<file path="config.mk">
export PLATFORM = sky130hd
export DESIGN_NAME = combo_lock_ctrl
export DESIGN_NICKNAME = d
export VERILOG_FILES = /design/src/rtl/combo_lock_ctrl.sv
export SDC_FILE = /design/constraint.sdc
export NUM_CORES = 1
export LEC_CHECK = 0
export CAP_MARGIN = 25
export CORE_MARGIN = 2
export CORE_UTILIZATION = 40
export CTS_BUF_LIST = sky130_fd_sc_hd__clkbuf_16
export DETAILED_ROUTE_END_ITERATION = 12
export SLEW_MARGIN = 20
export SYNTH_ARGS = -nofsm -noshare
export SYNTH_HDL_FRONTEND = slang
export SYNTH_SLANG_ARGS = --single-unit
</file>
<file path="constraint.sdc">
create_clock -name clk -period 4.2 [get_ports clk]
set_input_delay 0.84 -clock clk [delete_from_list [all_inputs] [get_ports clk]]
set_output_delay 0.84 -clock clk [all_outputs]
set_load 0.005 [all_outputs]
</file>
<file path="src/rtl/combo_lock_ctrl.sv">
// Combination lock sequencer: digit entry from SW/KEY[1], retry lockout, and code reprogramming.
// Defining LOCK_TIMEOUT_EN adds an auto-relock timer that returns OPEN to ENTRY after OPEN_CYC cycles.
module combo_lock_ctrl #(
    parameter int unsigned CODE_LEN    = 3,
    parameter logic [15:0] DEF_CODE    = 16'h0010,
    parameter int unsigned MAX_TRIES   = 3,
    parameter int unsigned LOCKOUT_CYC = 50000000,
    parameter int unsigned OPEN_CYC    = 500000000
) (
    input  logic       clk,
    input  logic       rst,
    input  logic [1:0] KEY,
    input  logic [3:0] SW,
    output logic [7:0] LED,
    output logic       unlocked,
    output logic       alarm
);

    localparam int unsigned CODE_W = 4 * CODE_LEN;
    localparam int unsigned IDX_W  = 3;
    localparam int unsigned TRY_W  = 2;
    localparam int unsigned LOCK_W = (LOCKOUT_CYC > 1) ? $clog2(LOCKOUT_CYC) : 1;

    localparam logic [1:0] ST_ENTRY   = 2'd0;
    localparam logic [1:0] ST_OPEN    = 2'd1;
    localparam logic [1:0] ST_PROGRAM = 2'd2;
    localparam logic [1:0] ST_LOCKOUT = 2'd3;

    // Elaboration-time parameter range checks
    if (CODE_LEN < 2 || CODE_LEN > 4) begin : g_bad_code_len
        $error("combo_lock_ctrl: CODE_LEN must be 2..4");
    end
    if (MAX_TRIES < 1 || MAX_TRIES > 3) begin : g_bad_max_tries
        $error("combo_lock_ctrl: MAX_TRIES must be 1..3");
    end
    if (LOCKOUT_CYC < 1 || OPEN_CYC < 1) begin : g_bad_cycles
        $error("combo_lock_ctrl: LOCKOUT_CYC and OPEN_CYC must be at least 1");
    end

    logic [1:0]        sync1_q, sync2_q, hist_q;
    logic [1:0]        stb_q, stb_d;
    logic              enter_stb, clear_stb;

    logic [1:0]        state_q, state_d;
    logic [IDX_W-1:0]  idx_q, idx_d;
    logic              mis_q, mis_d;
    logic [TRY_W-1:0]  tries_q, tries_d;
    logic [CODE_W-1:0] code_q, code_d;
    logic [CODE_W-1:0] shadow_q, shadow_d;
    logic [LOCK_W-1:0] lock_cnt_q, lock_cnt_d;
    logic [3:0]        cur_digit;
    logic              open_to_c;

    logic [7:0]        led_q, led_d;
    logic              unlocked_q, unlocked_d;
    logic              alarm_q, alarm_d;

    function automatic logic [3:0] therm(input logic [IDX_W-1:0] n);
        therm = 4'((5'd1 << n) - 5'd1);
    endfunction

    // Synchronizer plus history; idle level of the active-low keys is 1
    always_comb begin
        stb_d = hist_q & ~sync2_q;
    end

    always_ff @(posedge clk or posedge rst) begin
        if (rst) begin
            sync1_q <= 2'b11;
            sync2_q <= 2'b11;
            hist_q  <= 2'b11;
            stb_q   <= 2'b00;
        end else begin
            sync1_q <= KEY;
            sync2_q <= sync1_q;
            hist_q  <= sync2_q;
            stb_q   <= stb_d;
        end
    end

    // Clear/relock has priority over enter when both strobe together
    assign clear_stb = stb_q[0];
    assign enter_stb = stb_q[1] & ~stb_q[0];

`ifdef LOCK_TIMEOUT_EN
    localparam int unsigned OPEN_W = (OPEN_CYC > 1) ? $clog2(OPEN_CYC) : 1;

    logic [OPEN_W-1:0] open_cnt_q, open_cnt_d;

    assign open_to_c = (state_q == ST_OPEN) && (open_cnt_q == OPEN_W'(OPEN_CYC - 1));

    // Counter idles at zero outside OPEN, so it is cleared on every entry to OPEN
    always_comb begin
        open_cnt_d = '0;
        if (state_q == ST_OPEN && stb_q == 2'b00 && !open_to_c) begin
            open_cnt_d = open_cnt_q + OPEN_W'(1);
        end
    end

    always_ff @(posedge clk or posedge rst) begin
        if (rst) begin
            open_cnt_q <= '0;
        end else begin
            open_cnt_q <= open_cnt_d;
        end
    end
`else
    assign open_to_c = 1'b0;
`endif

    always_comb begin
        state_d    = state_q;
        idx_d      = idx_q;
        mis_d      = mis_q;
        tries_d    = tries_q;
        code_d     = code_q;
        shadow_d   = shadow_q;
        lock_cnt_d = lock_cnt_q;
        cur_digit  = 4'h0;

        for (int unsigned i = 0; i < CODE_LEN; i++) begin
            if (idx_q == IDX_W'(i)) begin
                cur_digit = code_q[4*i +: 4];
            end
        end

        case (state_q)
            ST_ENTRY: begin
                if (clear_stb) begin
                    idx_d = '0;
                    mis_d = 1'b0;
                end else if (enter_stb) begin
                    if (idx_q < IDX_W'(CODE_LEN - 1)) begin
                        idx_d = idx_q + IDX_W'(1);
                        if (SW != cur_digit) begin
                            mis_d = 1'b1;
                        end
                    end else begin
                        idx_d = '0;
                        mis_d = 1'b0;
                        if (!mis_q && SW == cur_digit) begin
                            state_d = ST_OPEN;
                            tries_d = '0;
                        end else begin
                            tries_d = tries_q + TRY_W'(1);
                            if (tries_d == TRY_W'(MAX_TRIES)) begin
                                state_d    = ST_LOCKOUT;
                                lock_cnt_d = '0;
                            end
                        end
                    end
                end
            end
            ST_OPEN: begin
                if (clear_stb) begin
                    state_d = ST_ENTRY;
                    idx_d   = '0;
                end else if (enter_stb) begin
                    state_d = ST_PROGRAM;
                    idx_d   = '0;
                end else if (open_to_c) begin
                    state_d = ST_ENTRY;
                    idx_d   = '0;
                end
            end
            ST_PROGRAM: begin
                if (clear_stb) begin
                    state_d = ST_OPEN;
                    idx_d   = '0;
                end else if (enter_stb) begin
                    for (int unsigned i = 0; i < CODE_LEN; i++) begin
                        if (idx_q == IDX_W'(i)) begin
                            shadow_d[4*i +: 4] = SW;
                        end
                    end
                    if (idx_q == IDX_W'(CODE_LEN - 1)) begin
                        code_d  = shadow_d;
                        state_d = ST_ENTRY;
                        idx_d   = '0;
                        mis_d   = 1'b0;
                    end else begin
                        idx_d = idx_q + IDX_W'(1);
                    end
                end
            end
            ST_LOCKOUT: begin
                if (lock_cnt_q == LOCK_W'(LOCKOUT_CYC - 1)) begin
                    state_d    = ST_ENTRY;
                    tries_d    = '0;
                    lock_cnt_d = '0;
                    idx_d      = '0;
                    mis_d      = 1'b0;
                end else begin
                    lock_cnt_d = lock_cnt_q + LOCK_W'(1);
                end
            end
        endcase
    end

    // Outputs decoded from next-state values so they change on the same edge as the state
    always_comb begin
        led_d      = 8'h00;
        unlocked_d = 1'b0;
        alarm_d    = 1'b0;
        case (state_d)
            ST_ENTRY:   led_d = {2'b00, tries_d, therm(idx_d)};
            ST_OPEN: begin
                led_d      = 8'hFF;
                unlocked_d = 1'b1;
            end
            ST_PROGRAM: led_d = {4'b0100, therm(idx_d)};
            ST_LOCKOUT: begin
                led_d   = 8'h80;
                alarm_d = 1'b1;
            end
        endcase
    end

    always_ff @(posedge clk or posedge rst) begin
        if (rst) begin
            state_q    <= ST_ENTRY;
            idx_q      <= '0;
            mis_q      <= 1'b0;
            tries_q    <= '0;
            code_q     <= DEF_CODE[CODE_W-1:0];
            shadow_q   <= '0;
            lock_cnt_q <= '0;
            led_q      <= 8'h00;
            unlocked_q <= 1'b0;
            alarm_q    <= 1'b0;
        end else begin
            state_q    <= state_d;
            idx_q      <= idx_d;
            mis_q      <= mis_d;
            tries_q    <= tries_d;
            code_q     <= code_d;
            shadow_q   <= shadow_d;
            lock_cnt_q <= lock_cnt_d;
            led_q      <= led_d;
            unlocked_q <= unlocked_d;
            alarm_q    <= alarm_d;
        end
    end

    assign LED      = led_q;
    assign unlocked = unlocked_q;
    assign alarm    = alarm_q;

endmodule

</file>
==> metrics.txt, run 1 <==
P_sw=about 930 uW; footprint of the multi-input gates=2077 um2; RSZ-0062 raised after global routing=false; Critical R2R Launch=idx_q[0]; commonest cells after routing, fill and taps aside=dfrtp_1 (64), o21ai_0 (44), nand2_1 (40); setup TNS=0 ns; die area=11,090 um2; fraction of registers with async set/reset=100.0%; CTS tree=yes; Nets=453; crit start category=flip-flop; port bufs=17; post-synthesis average cell area=9.685 um2; CP arrival=3.93 ns; Max Fclk=approximately 270 MHz; total CTS buffers=9; synth-to-layout area growth=13.71%; layout cells sized above 1=13.56%; Final Wtd Congestion=0.8775; cell-internal power=1931 uW; worst reg2reg path depth=11; setup violators final=0; Yosys reg bits=71; Final period util=around nine tenths; initial antenna violation count=0; type of the worst setup path=reg2reg; clock sink count=71; Post-Route WL=about 8700 um; Power Density=approximately 600 nW/um2; maximum vdd drop=0.2502 mV; post-synthesis sequential area ratio=43.48%; EDFF count, synth=0; GR Overflow Total=0; r2r endpoint=LED[5]; most common cell after layout, fill and taps aside=dfrtp_1; # DRC=0; WHS Endpoint=sync2_q[1]; TritonRoute pass-1 iters=4; Slowest-stage cell, CP=o32ai_1; Clock Tree Buf Depth=2; Worst-Margin Slew=0.7906 ns; status=finished clean; minimum clock period after layout=3.710 ns; Final Hold Vio Count=0; cell count after synthesis=424; Final Max Slew Viols=0; Die H=between 100 and 150 um; core region area=just under 10,000 um2; CTS Root Cell=clkbuf_16; cells along the critical path=inv_1 -> ha_1 -> a21oi_1 -> a2111oi_0 -> or4_1 -> nor4_4 -> and2_1 -> o32ai_1 -> inv_1 -> ha_1 -> mux2_2; pin count of the biggest net entering global routing=35; via count=between 3,000 and 4,000; prevailing post-synth register cell=dfrtp_1; Worst-Skew Late Latency=0.34 ns; syn nets=around 450; ant diodes=0; Max-Cap Viols=0; final instance area=~4700 um2; worst-path maximum fanout=14; R2R Setup Slk=just under 0.5 ns; final worst setup slack=about 0.49 ns; Worst Setup End Kind=flip-flop; global-route wire length before repair=roughly 15,000 um; hold_sp=sync1_q[1]; num rows=36; Seq pwr share=32.8%; Slew HR=47.13%; Post-DP Area=4308 um2; Yosys cell types=62; antenna-violating nets left=0; Sw Ratio=32.42%; Top-Level Pins=18; HPWL after DPL=5919 um; initial drt markers=161; CP max stage delay=0.65 ns; clock skew=0.009147 ns; Storage cell area=1785 um2; yosys warns=0; CTS clk-pin slew, worst paths=0.06 ns; cts-stage hold buffer count=0; Fillers=897; post-CTS setup buffers=0; P_leak=0.001975 uW; vias per cell=roughly 5.5; die width=105.3 um; Hold WC Path Type=reg2reg; Mapped Area=4106 um2; Worst Hold Path Cells=0; Avg WL per Cell=around 15 um; Req. time, crit path=approximately 4.4 ns; vias in the first global route=3,149; Min Hold Slack=approximately 0.36 ns; combinational share of power=34.8%; post-CTS sizing=0; dpl ws=around 0.30 ns; Initial Utilization=41.63%; H-tree lvl count=3; clock power share=32.4%; Global Route Usage Sum=16.98%; Layout Utilization=47.34%
[worst max-delay path by stage]
stage,end,cells after the start,slack (ns),start
6_report,LED[5],11,0.49,idx_q[0]
3_3_place_gp,LED[5],9,0.41,SW[0]
5_1_grt,LED[5],11,0.22,idx_q[0]
4_1_cts,LED[5],11,0.51,idx_q[1]
2_1_floorplan,LED[5],9,1.04,SW[1]
3_5_place_dp,LED[5],9,0.30,SW[1]
[flip-flops by register name, indices dropped and copies added, names as in the netlist]
register    count
mis_q           1
shadow_q        8
state_q         1
code_q         12
stb_q           2
lock_cnt_q     26
sync1_q         2
alarm           1
sync2_q         2
idx_q           3
unlocked        1
LED             8
hist_q          2
tries_q         2
[cell usage after synthesis, types with 10 or more instances]
library cell / number / share of area (%)
ha_1: 15 / 4.6
nand3_1: 16 / 2.0
mux2_2: 10 / 2.7
dfrtp_1: 64 / 39
a21oi_1: 14 / 1.7
nand2_1: 40 / 3.7
o21ai_0: 44 / 5.4
clkbuf_1: 11 / 1.0
nand2b_1: 10 / 1.5
inv_1: 18 / 1.6
mux2i_1: 12 / 2.9
nor2_1: 26 / 2.4
[critical path: cells and delay by family, from the launching register on]
family	cells	cell delay (ns)
buffers and inverters	2	0.27
multiplexers	1	0.27
flip-flops	1	0.44
AND/OR/NAND/NOR	3	0.50
AO/OA/AOI/OAI	3	1.40
adder cells (fa/ha/maj)	2	0.71
[logic make-up after synthesis]
group / share of synthesized area (%)
adders and majority gates: 4.570
buffers and inverters: 5.941
muxes: 5.667
xor gates and xnor gates: 0.2133
AOI/OAI and AO/OA: 20.08
and+or+nand+nor: 20.05
DFF: 43.48
[metrics by stage]
stage | std cells | total power [uW]
2_1_floorplan | 424 | 1683
3_5_place_dp | 552 | 1938
5_1_grt | 568 | 3058
4_1_cts | 568 | 2882
3_3_place_gp | 552 | 1927
6_report | 568 | 2858
[power groups by stage]
stage	combinational (uW)	sequential, uW	clock [uW]
after floorplan	772	912	0
after global placement	982	945	0
after detailed placement	989	949	0
after CTS	999	937	947
after global routing	1130	956	974
final	995	938	925
[metal layers]
metal | up-vias | GRT usage [%] | routed length (um) | share of wire, %
met5 | - | 0 | 0 | 0
met4 | 0 | 6.952 | 174 | 2.0
met3 | 13 | 3.401 | 238 | 2.7
met2 | 54 | 26.54 | 3923 | 45
met1 | 1523 | 22.97 | 4346 | 50
li1 | 1559 | - | - | -
[final cells by class]
type | instances | share of cell area [%]
inverters | 19 | 1.527
repair buffers | 22 | 4.448
well taps | 133 | 3.564
flip-flops and latches | 71 | 38.24
clock buffers | 9 | 4.823
clock inverters | 7 | 2.921
multi-input cells | 307 | 44.48
Power figures use the tool's default switching activity.
==> inputs of run 2 (changes only) <==
Settings changed: TNS_END_PERCENT from default to 100.
==> results of run 2 <==
Final layout, timing and power as in run 1 (identical DEF).
==> inputs of run 3 (changes only) <==
Settings changed: RECOVER_POWER from default to 50.
==> run 3 against run 2 <==
  * Clock power barely moved
  * Highest routed layer unchanged
  * Design area fell by 0.16%
  * Via count barely moved
  * Utilization fell by 0.076 points
  * First-iteration DRC count rose by 3.1%
  * Critical path depth did not move
==> metrics.txt, run 3 (same netlist as run 1, synthesis figures left out) <==
HPWL after DPL=5919 um (unchanged); ant diodes=0 (unchanged); CTS Root Cell=clkbuf_16; setup TNS=0 ns (unchanged); cells along the critical path=inv_1 -> ha_1 -> a21oi_1 -> a2111oi_0 -> or4_1 -> nor4_4 -> and2_1 -> o32ai_1 -> inv_1 -> ha_1 -> mux2_2; Seq pwr share=32.8% (about the same); Final Wtd Congestion=0.8775 (unchanged); RSZ-0062 raised after global routing=false; global-route wire length before repair=15,320 um (unchanged); Storage cell area=1785 um2 (unchanged); H-tree lvl count=3 (unchanged); worst-path maximum fanout=14 (unchanged); Hold WC Path Type=reg2reg; Clock Tree Buf Depth=2 (unchanged); clock power share=32.3% (about the same); Die H=105.3 um (unchanged); P_leak=0.001969 uW (-0.30%); die width=105.3 um (unchanged); Final Hold Vio Count=0 (unchanged); Top-Level Pins=18 (unchanged); Buf/Inv on CP=2 (unchanged); commonest cells after routing, fill and taps aside=dfrtp_1 (64), o21ai_0 (44), nand2_1 (40); Reg with most FFs=lock_cnt_q; # DRC=0 (unchanged); Critical Path Stages=11 (unchanged); Global Route Usage Sum=16.98% (unchanged); Sw Ratio=32.44% (about the same); synth-to-layout area growth=13.53%; antenna-violating nets left=0 (unchanged); Max-Cap Viols=0 (unchanged); CP arrival=3.96 ns (+0.03 ns); combinational share of power=34.8% (about the same); pin count of the biggest net entering global routing=35 (unchanged); CTS tree=yes; minimum clock period after layout=3.743 ns (+0.03380 ns); Power Density=612.7 nW/um2 (+0.11%); Slew HR=15.19% (-32 points); Worst-Skew Late Latency=0.34 ns (about the same); Initial Utilization=41.63% (unchanged); cell-internal power=1930 uW (about the same); P_sw=926.5 uW (about the same); initial antenna violation count=0 (unchanged); Max Fclk=267.1 MHz (-0.90%); setup violators final=0 (unchanged); Nets=453 (unchanged); Req. time, crit path=4.42 ns (about the same); post-CTS sizing=0 (unchanged); Avg WL per Cell=15.27 um (about the same); vias per cell=5.549 (about the same); leading registers by flop count=lock_cnt_q (26), code_q (12); Post-Route WL=8675 um (about the same); num rows=36 (unchanged); clock sink count=71 (unchanged); Min Hold Slack=0.3592 ns (+0.0003540 ns); type of the worst setup path=reg2reg; Slowest-stage cell, CP=o32ai_1; total CTS buffers=9 (unchanged); crit start category=flip-flop; status=finished clean; core region area=9864 um2 (unchanged); Top delay family on crit path=compound AO/OA/AOI/OAI gates; Worst Hold Path Cells=0 (unchanged); post-CTS setup buffers=0 (unchanged); initial drt markers=166 (+3.1%); max FFs per register=26 (unchanged); GR Overflow Total=0 (unchanged); via count=3,152 (+0.095%); TritonRoute pass-1 iters=4 (unchanged); CP max stage delay=0.68 ns (+0.03 ns); layout cells sized above 1=12.64% (-0.92 points); Worst-Margin Slew=1.271 ns (+0.4802 ns); die area=11,090 um2 (unchanged); clock skew=0.008806 ns (-0.0003407 ns); maximum vdd drop=0.2509 mV (+0.30%); Final Max Slew Viols=0 (unchanged); CTS clk-pin slew, worst paths=0.06 ns (about the same); cts-stage hold buffer count=0 (unchanged); Worst Setup End Kind=flip-flop; vias in the first global route=3,149 (unchanged); footprint of the multi-input gates=2077 um2 (unchanged); most common cell after layout, fill and taps aside=dfrtp_1; Final period util=89.13% (+0.80 points); worst reg2reg path depth=11 (unchanged); port bufs=17 (unchanged); Fillers=901 (+0.45%)
[run 3: cell types whose count changed in the layout (fill, tap and decap cells not counted)]
cell	change
clkdlybuf4s50_1	-3
dlygate4sd3_1	+3
buf_4	-2
clkbuf_1	+2
dfstp_1	+1
dfstp_2	-1
inv_1	+1
inv_2	-1
[run 3: metal layers]
layer	wire length (um)	global-route usage (%)	share of wire, %	vias to the layer above
met5	0	0	0	-
met4	174	6.952	2.0	0
met2	3897	26.54	45	58
met1	4332	22.97	50	1525
li1	-	-	-	1556
met3	270	3.401	3.1	13
[run 3: layout make-up]
class                   instances  share of cell area, %
flip-flops and latches         71                  38.30
repair buffers                 22                  4.294
well taps                     133                  3.570
multi-input cells             307                  44.55
inverters                      19                  1.530
clock inverters                 7                  2.925
clock buffers                   9                  4.831
[run 3: per-stage QoR]
step                power (uW)  instances  worst slack, ns  utilization, %  cell area [um2]
finish                    2856        568           0.4565           47.26             4662
global route              3056        568           0.2208           47.26             4662
CTS                       2882        568           0.5068           47.34             4669
detailed placement        1938        552           0.2963           43.67             4308
global placement          1927        552           0.4100           43.67             4308
floorplan                 1683        424            1.036               -             4106
[run 3: power groups by stage]
stage	combinational [uW]	sequential, uW	clock [uW]
6_report	995	938	924
5_1_grt	1130	955	974
4_1_cts	999	937	947
3_5_place_dp	989	949	0
3_3_place_gp	982	945	0
2_1_floorplan	772	912	0
[run 3: worst paths after layout]
check	from	slack [ns]	to
worst max-delay path	idx_q[0]	0.46	LED[5]
worst min-delay path	sync1_q[1]	0.36	sync2_q[1]
worst max register to register	idx_q[0]	0.46	LED[5]
worst min register to register	sync1_q[1]	0.36	sync2_q[1]
max in group asynchronous	rst	1.30	idx_q[1]
min in group asynchronous	rst	1.30	lock_cnt_q[21]
